[config.mk]
export PLATFORM = sky130hd
export DESIGN_NAME = ones_count_accumulator
export DESIGN_NICKNAME = d
export VERILOG_FILES = /design/src/rtl/ones_count_accumulator.sv
export SDC_FILE = /design/constraint.sdc
export NUM_CORES = 1
export LEC_CHECK = 0
export ABC_AREA = 1
export ABC_CLOCK_PERIOD_IN_PS = 4500
export CAP_MARGIN = 20
export CORE_UTILIZATION = 43
export CTS_BUF_LIST = sky130_fd_sc_hd__clkbuf_8
export DETAILED_ROUTE_END_ITERATION = 8
export PLACE_DENSITY = 0.76
export SYNTH_ARGS = -nofsm -noshare
export SYNTH_HDL_FRONTEND = slang
export SYNTH_SLANG_ARGS = --single-unit
export TNS_END_PERCENT = 20
[constraint.sdc]
create_clock -name clk -period 4.5 [get_ports clk]
set_clock_uncertainty 0.1 [all_clocks]
set_input_delay 0.45 -clock clk [delete_from_list [all_inputs] [get_ports clk]]
set_output_delay 0.45 -clock clk [all_outputs]
set_load 0.005 [all_outputs]
[src/rtl/ones_count_accumulator.sv]
// ones_count_accumulator
// Consumes the 2-bit ones-count {y1,y0} from an asynchronous gate-level
// ones-counter. The count is synchronised, filtered for stability and each
// stable value (epoch) is accepted at most once. WINDOW accepted values are
// summed and the total is offered to a consumer.
//
// Handshake: sum/sum_valid form a valid/ack pair. Once sum_valid rises it
// stays high and sum stays constant until the consumer drives ack=1. The
// transfer happens on the rising clock edge where sum_valid=1 and ack=1.
// sum_valid drops on the following cycle. sum keeps its last value after
// the transfer.
module ones_count_accumulator #(
  parameter int WINDOW = 4,
  parameter int SETTLE = 2,
  parameter int OUT_W  = 4
) (
  input  logic                         clk,
  input  logic                         rst,
  input  logic                         start,
  input  logic                         y1,
  input  logic                         y0,
  input  logic                         ack,
  output logic [OUT_W-1:0]             sum,
  output logic                         sum_valid,
  output logic                         busy,
  output logic [$clog2(WINDOW+1)-1:0]  n_acc
);

  localparam int NW = $clog2(WINDOW + 1);
  localparam int SW = $clog2(SETTLE + 1);

  typedef enum logic [1:0] {
    IDLE  = 2'd0,
    ACCUM = 2'd1,
    DONE  = 2'd2
  } state_t;

  // state is the FSM observation point for checkers
  state_t state;
  state_t state_next;

  // Synchroniser stages. s_meta may go metastable; ys is the safe count.
  logic [1:0]       s_meta;
  logic [1:0]       ys;
  // Consecutive cycles in which ys has held its value (saturates at SETTLE).
  logic [SW-1:0]    stab_cnt;
  // Set once the current stable epoch has been counted.
  logic             accepted;
  logic [OUT_W-1:0] acc;

  logic             ys_change;
  logic             stable;
  logic             start_go;
  logic             accept;
  logic             last_accept;
  logic [OUT_W-1:0] ys_ext;
  logic [OUT_W-1:0] acc_plus;

  // s_meta holds the value ys takes at the next edge, so comparing the two
  // is the ys==ys_prev comparison evaluated one cycle earlier; this keeps
  // pin-to-accept latency at 2 + SETTLE cycles.
  assign ys_change   = (s_meta != ys);
  assign stable      = (stab_cnt == SW'(SETTLE));
  assign start_go    = (state == IDLE) && start;
  assign accept      = (state == ACCUM) && stable && !accepted;
  assign last_accept = accept && (n_acc == NW'(WINDOW - 1));
  assign ys_ext      = OUT_W'(ys);
  assign acc_plus    = acc + ys_ext;
  assign busy        = (state != IDLE);

  // Two-flop synchroniser for the asynchronous count inputs
  always_ff @(posedge clk or posedge rst) begin
    if (rst) begin
      s_meta <= 2'b00;
      ys     <= 2'b00;
    end else begin
      s_meta <= {y1, y0};
      ys     <= s_meta;
    end
  end

  // Stability counter: restarts on any ys change, saturates at SETTLE
  always_ff @(posedge clk or posedge rst) begin
    if (rst) begin
      stab_cnt <= '0;
    end else if (ys_change) begin
      stab_cnt <= '0;
    end else if (!stable) begin
      stab_cnt <= stab_cnt + SW'(1);
    end
  end

  // Accepted flag: one count per epoch; a new epoch or a new window re-arms it
  always_ff @(posedge clk or posedge rst) begin
    if (rst) begin
      accepted <= 1'b0;
    end else if (ys_change || start_go) begin
      accepted <= 1'b0;
    end else if (accept) begin
      accepted <= 1'b1;
    end
  end

  // FSM state register
  always_ff @(posedge clk or posedge rst) begin
    if (rst) begin
      state <= IDLE;
    end else begin
      state <= state_next;
    end
  end

  // FSM next-state logic; start is only honoured in IDLE, ack only in DONE
  always_comb begin
    state_next = state;
    case (state)
      IDLE:    if (start)       state_next = ACCUM;
      ACCUM:   if (last_accept) state_next = DONE;
      DONE:    if (ack)         state_next = IDLE;
      default:                  state_next = IDLE;
    endcase
  end

  // Accumulator, sample counter and result register
  always_ff @(posedge clk or posedge rst) begin
    if (rst) begin
      acc       <= '0;
      n_acc     <= '0;
      sum       <= '0;
      sum_valid <= 1'b0;
    end else begin
      if (start_go) begin
        acc   <= '0;
        n_acc <= '0;
      end else if (accept) begin
        acc   <= acc_plus;
        n_acc <= n_acc + NW'(1);
      end
      if (last_accept) begin
        sum       <= acc_plus;
        sum_valid <= 1'b1;
      end else if ((state == DONE) && ack) begin
        sum_valid <= 1'b0;
      end
    end
  end

endmodule

=== Word-level counts from Yosys, hierarchy flattened ===
Index checks and enable logic that the tools add are counted.

* $add $sub $neg: 3
* Equal/unequal tests: 9
* Mux-type cells: 14
* Reductions and logical operators: 13

{| class="wikitable"
|+ Operators by type and width
! cell !! count
|-
| two-way mux 2 bit || 5
|-
| two-way mux 4 bit || 2
|-
| inequality test 2 bit, second input constant || 4
|-
| nonzero test 2 bit || 4
|-
| two-way mux 3 bit || 2
|-
| case mux 2 bit (3 select lines) || 1
|-
| logical AND 1 bit || 5
|-
| adder 4 x 2 -> 4 bit || 1
|-
| equality test 2 bit, second input constant || 2
|-
| two-way mux 1 bit || 4
|-
| adder 3 x 1 -> 3 bit, second input constant || 1
|-
| equality test 3 x 2 -> 1 bit, second input constant || 1
|-
| AND reduction 3 bit || 1
|-
| adder 2 x 1 -> 2 bit, second input constant || 1
|-
| equality test 2 x 1 -> 1 bit, second input constant || 1
|-
| zero test 2 bit || 1
|-
| inequality test 2 bit || 1
|-
| zero test 1 bit || 1
|-
| logical OR 1 bit || 1
|}

* Flip-flop bits (word level): 21
* Logic and storage cells: 48

=== Depth between registers and ports, before layout ===
* Depth after elaboration: 6
* Depth in mapped cells: 9
* Gate-level depth less buffers: 9

=== Least setup slack after synthesis ===
Ideal clock, no wire load.

* Kind: reg-to-reg
* Start: register ys[0]
* End: register sum[2]
* Setup time: 0.116 ns
* Data arrival time: 1.226 ns
* Setup slack: 3.058 ns
* Stages on the path, launching flop included: 6
* Path buffers: 0
* Path through: dfrtp_1 ha_1 fa_1 xor2_1 nand2_1 nand2_1

* Word-level cells in the longest chain between the ends: 1

{| class="wikitable"
|+ Ends and longest elaborated chain
! element !! RTL line !! text
|-
| start: declaration || 44 || <nowiki>logic [1:0] ys;</nowiki>
|-
| start signal: assignment || 78 || <nowiki>ys <= s_meta;</nowiki>
|-
| adder 4 x 2 -> 4 bit || 68 || <nowiki>assign acc_plus = acc + ys_ext;</nowiki>
|-
| end signal: assignment || 140 || <nowiki>sum <= acc_plus;</nowiki>
|-
| end: declaration || 23 || <nowiki>output logic [OUT_W-1:0] sum,</nowiki>
|}

No other way between the ends.
A chain may end at the register's enable or synchronous reset.

=== Worst setup path in the final report ===
* Start: register state[0]
* End: output busy

* Word-level cells in the longest chain between the ends: 1

{| class="wikitable"
|+ Ends and longest elaborated chain
! element !! RTL line !! text
|-
| start: declaration || 39 || <nowiki>state_t state;</nowiki>
|-
| start signal: assignment || 109 || <nowiki>state <= state_next;</nowiki>
|-
| nonzero test 2 bit || 69 || <nowiki>assign busy = (state != IDLE);</nowiki>
|-
| end: declaration || 25 || <nowiki>output logic busy,</nowiki>
|}

No other way between the ends.

==> metrics.txt <==
Setup CP Type reg2out; r2r startpoint ys[0]; pwr dens just under 500 nW/um2; top post-synthesis cells by count 37 x nand2_1, 21 x dfrtp_1, 10 x inv_1; Tot GR Track Use 18.46%; CTS buffer count 3; Hold EP ys[1]; vias in the first global route 805; critical path cell sequence inv_2, nand2_1, clkdlybuf4s50_1; drt pass-1 iters 4; Peak Freq around 550 MHz; worst slew pin tran 0.7959 ns; Rows 16; Synth Instances 104; Primary FF master, synth dfrtp_1; Reg-to-Reg End acc[2]; initial antenna violation count 0; Vias 723; flop-to-flop setup slack 2.97 ns; Ys Warns 0; CP max-delay cell clkdlybuf4s50_1; P&R area growth vs syn 22.58%; simple-gate share of the synthesized area between 20% and 30%; Final nets 135; postcts setup bufs 0; CTS Sinks 21; Yosys top cell by area dfrtp_1; initial DRC count 7; Die Ht 49.49 um; Die X-Extent around 49 um; grt total ovfl 0; non-filler instance count after layout 149; Worst Setup End Kind output pin; WHS Path Cells 0; area share of the leading cell type in the synthesized netlist between 50 and 60%; xor/xnor share of the synthesized area 3.613%; Synth Cell Area 969.7 um2; Vias per Instance just under 5; share of cells above drive strength 1 9.836%; CTS tree yes; Setup crit start kind flop; adder-cell area share of the yosys netlist 8.516%; mux contribution to synthesized area 0%; Data arrival, critical path around 1.3 ns; Setup TNS 0 ns; maximum clock path buffer count 2; antenna cell count 0; synthesis-stage register bit count 21; post-synth cell types 18; pin count of the biggest net entering global routing 22; fin crit share 40.67%; Compound-Gate Fraction of Synth Area about 3.7%; VDD IR max 0.0002540 V; WP data required ~4.0 ns; # H-tree levels 1; dpl cells 145; # DRC 0; top post-synthesis cells by area dfrtp_1 54%, nand2_1 14%, ha_1 6.5%, inv_1 3.9%, nand3_1 2.6%; final setup fails 0; hold buffers post-CTS 0; total power a little under 600 uW; cts repair resizes 0; clock latency on the worst-skew pair about 0.26 ns; Core Region 2042 um2; combinational family with the most area after synthesis simple AND/OR/NAND/NOR gates; slew margin rel. between 40 and 50%; most common cell in the netlist nand2_1; Post-Syn Nets 116; minimum clock period ~1.8 ns; final hold vios 0; EDFF count, synth 0; first-pass GRT wire length between 3000 and 4000 um; CP Max Fanout 4; R2R depth 5; run status completed; number of routed nets with antenna violations 0; Ports 15; max incr delay on CP between 0.4 and 0.5 ns; RSZ-0062 raised after global routing false; sequential area share after synthesis roughly 54%; Avg Cell Area, Syn 9.324 um2; clk root buf clkbuf_8; RePlAce Congestion between 0.7 and 0.8; port bufs 14; WL/cell 11.93 um; DP Wirelength 1338 um; min-delay src s_meta[1]; Pleak approximately 0.6 nW; DRT Wirelength 1778 um; clock slew at reported path FFs 0.08 ns; worst slack at placement 2.911 ns; max_cap viols 0; max-slew violations 0; Starting Density 47.49%; worst min path class reg2reg; async set-reset flop share out of synthesis 100.0%; die area around 2400 um2; Final WS setup 2.670 ns
layout make-up:
class                      instances  area, um2
fill                             184      853.3
clock inverter                     1      3.754
timing repair buffer              14      140.1
tap                               27      33.78
clock buffer                       3      41.29
sequential                        21      525.5
inverter                          12      45.04
multi-input combinational         71      399.1
through the flow:
| stage | instance area (um2) | util, % | hold slack, ns |
|---|---|---|---|
| detailed placement | 1144 | 56.00 | 0.2886 |
| global placement | 1144 | 56.00 | 0.2788 |
| finish | 1189 | 58.21 | 0.3004 |
| global route | 1189 | 58.21 | 0.3259 |
| CTS | 1189 | 58.21 | 0.3048 |
| floorplan | 969.7 | - | 0.2727 |
flip-flops by register name (all words and copies together), names as in the netlist, 2 cells and up:
| register | cells |
|---|---|
| ys | 2 |
| acc | 4 |
| s_meta | 2 |
| stab_cnt | 2 |
| sum | 4 |
| state | 2 |
| n_acc | 3 |
worst max-delay path: cells and delay by family (launching register included):
kind	cells	cell delay [ns]
buf+inv	2	0.56
flops	1	0.40
simple gates	1	0.06
power by group:
group	internal, mW	leakage [nW]	switching (mW)
Clock	0.0608	0.0269	0.0603
Combinational	0.0976	0.315	0.0978
Sequential	0.230	0.267	0.0342
placed cells by master, fill, tap and decap left out, types with 2 or more instances in the layout:
master,netlist,routed
clkbuf_8,0,3
inv_2,2,2
clkdlybuf4s50_1,0,14
nor2_4,2,2
a21oi_1,2,2
xnor2_1,2,2
nand3_1,5,5
ha_1,5,5
nor2_1,6,6
o21ai_0,2,2
dfrtp_1,21,21
xor2_1,2,2
nand2_2,3,3
nand2_1,37,37
inv_1,10,11
cells by family (layout without fill, tap and decap cells):
| group | after synthesis | count (layout) |
|---|---|---|
| compound gates | 6 | 6 |
| fa+ha+maj | 6 | 6 |
| simple gates | 55 | 55 |
| flops | 21 | 21 |
| xor+xnor | 4 | 4 |
| buf+inv | 12 | 30 |
worst max-delay path by stage:
stage	end	cells after the start	start	slack [ns]
5_1_grt	busy	3	state[1]	2.58
4_1_cts	busy	3	state[1]	2.66
3_5_place_dp	n_acc[0]	2	rst	2.91
2_1_floorplan	sum[2]	5	ys[0]	3.06
3_3_place_gp	n_acc[2]	2	rst	2.91
6_report	busy	3	state[0]	2.67
per-layer routing:
metal  wire [um]  global-route usage [%]  up-vias  part of all wire, %
met5           0                       0        -                    0
met4          19                   7.143        0                  1.1
met3          62                   4.630        4                  3.5
met2         923                   33.11       11                   52
met1         772                   20.93      353                   43
li1            -                       -      355                    -
Note: power is estimated with default switching activity, not from simulation.
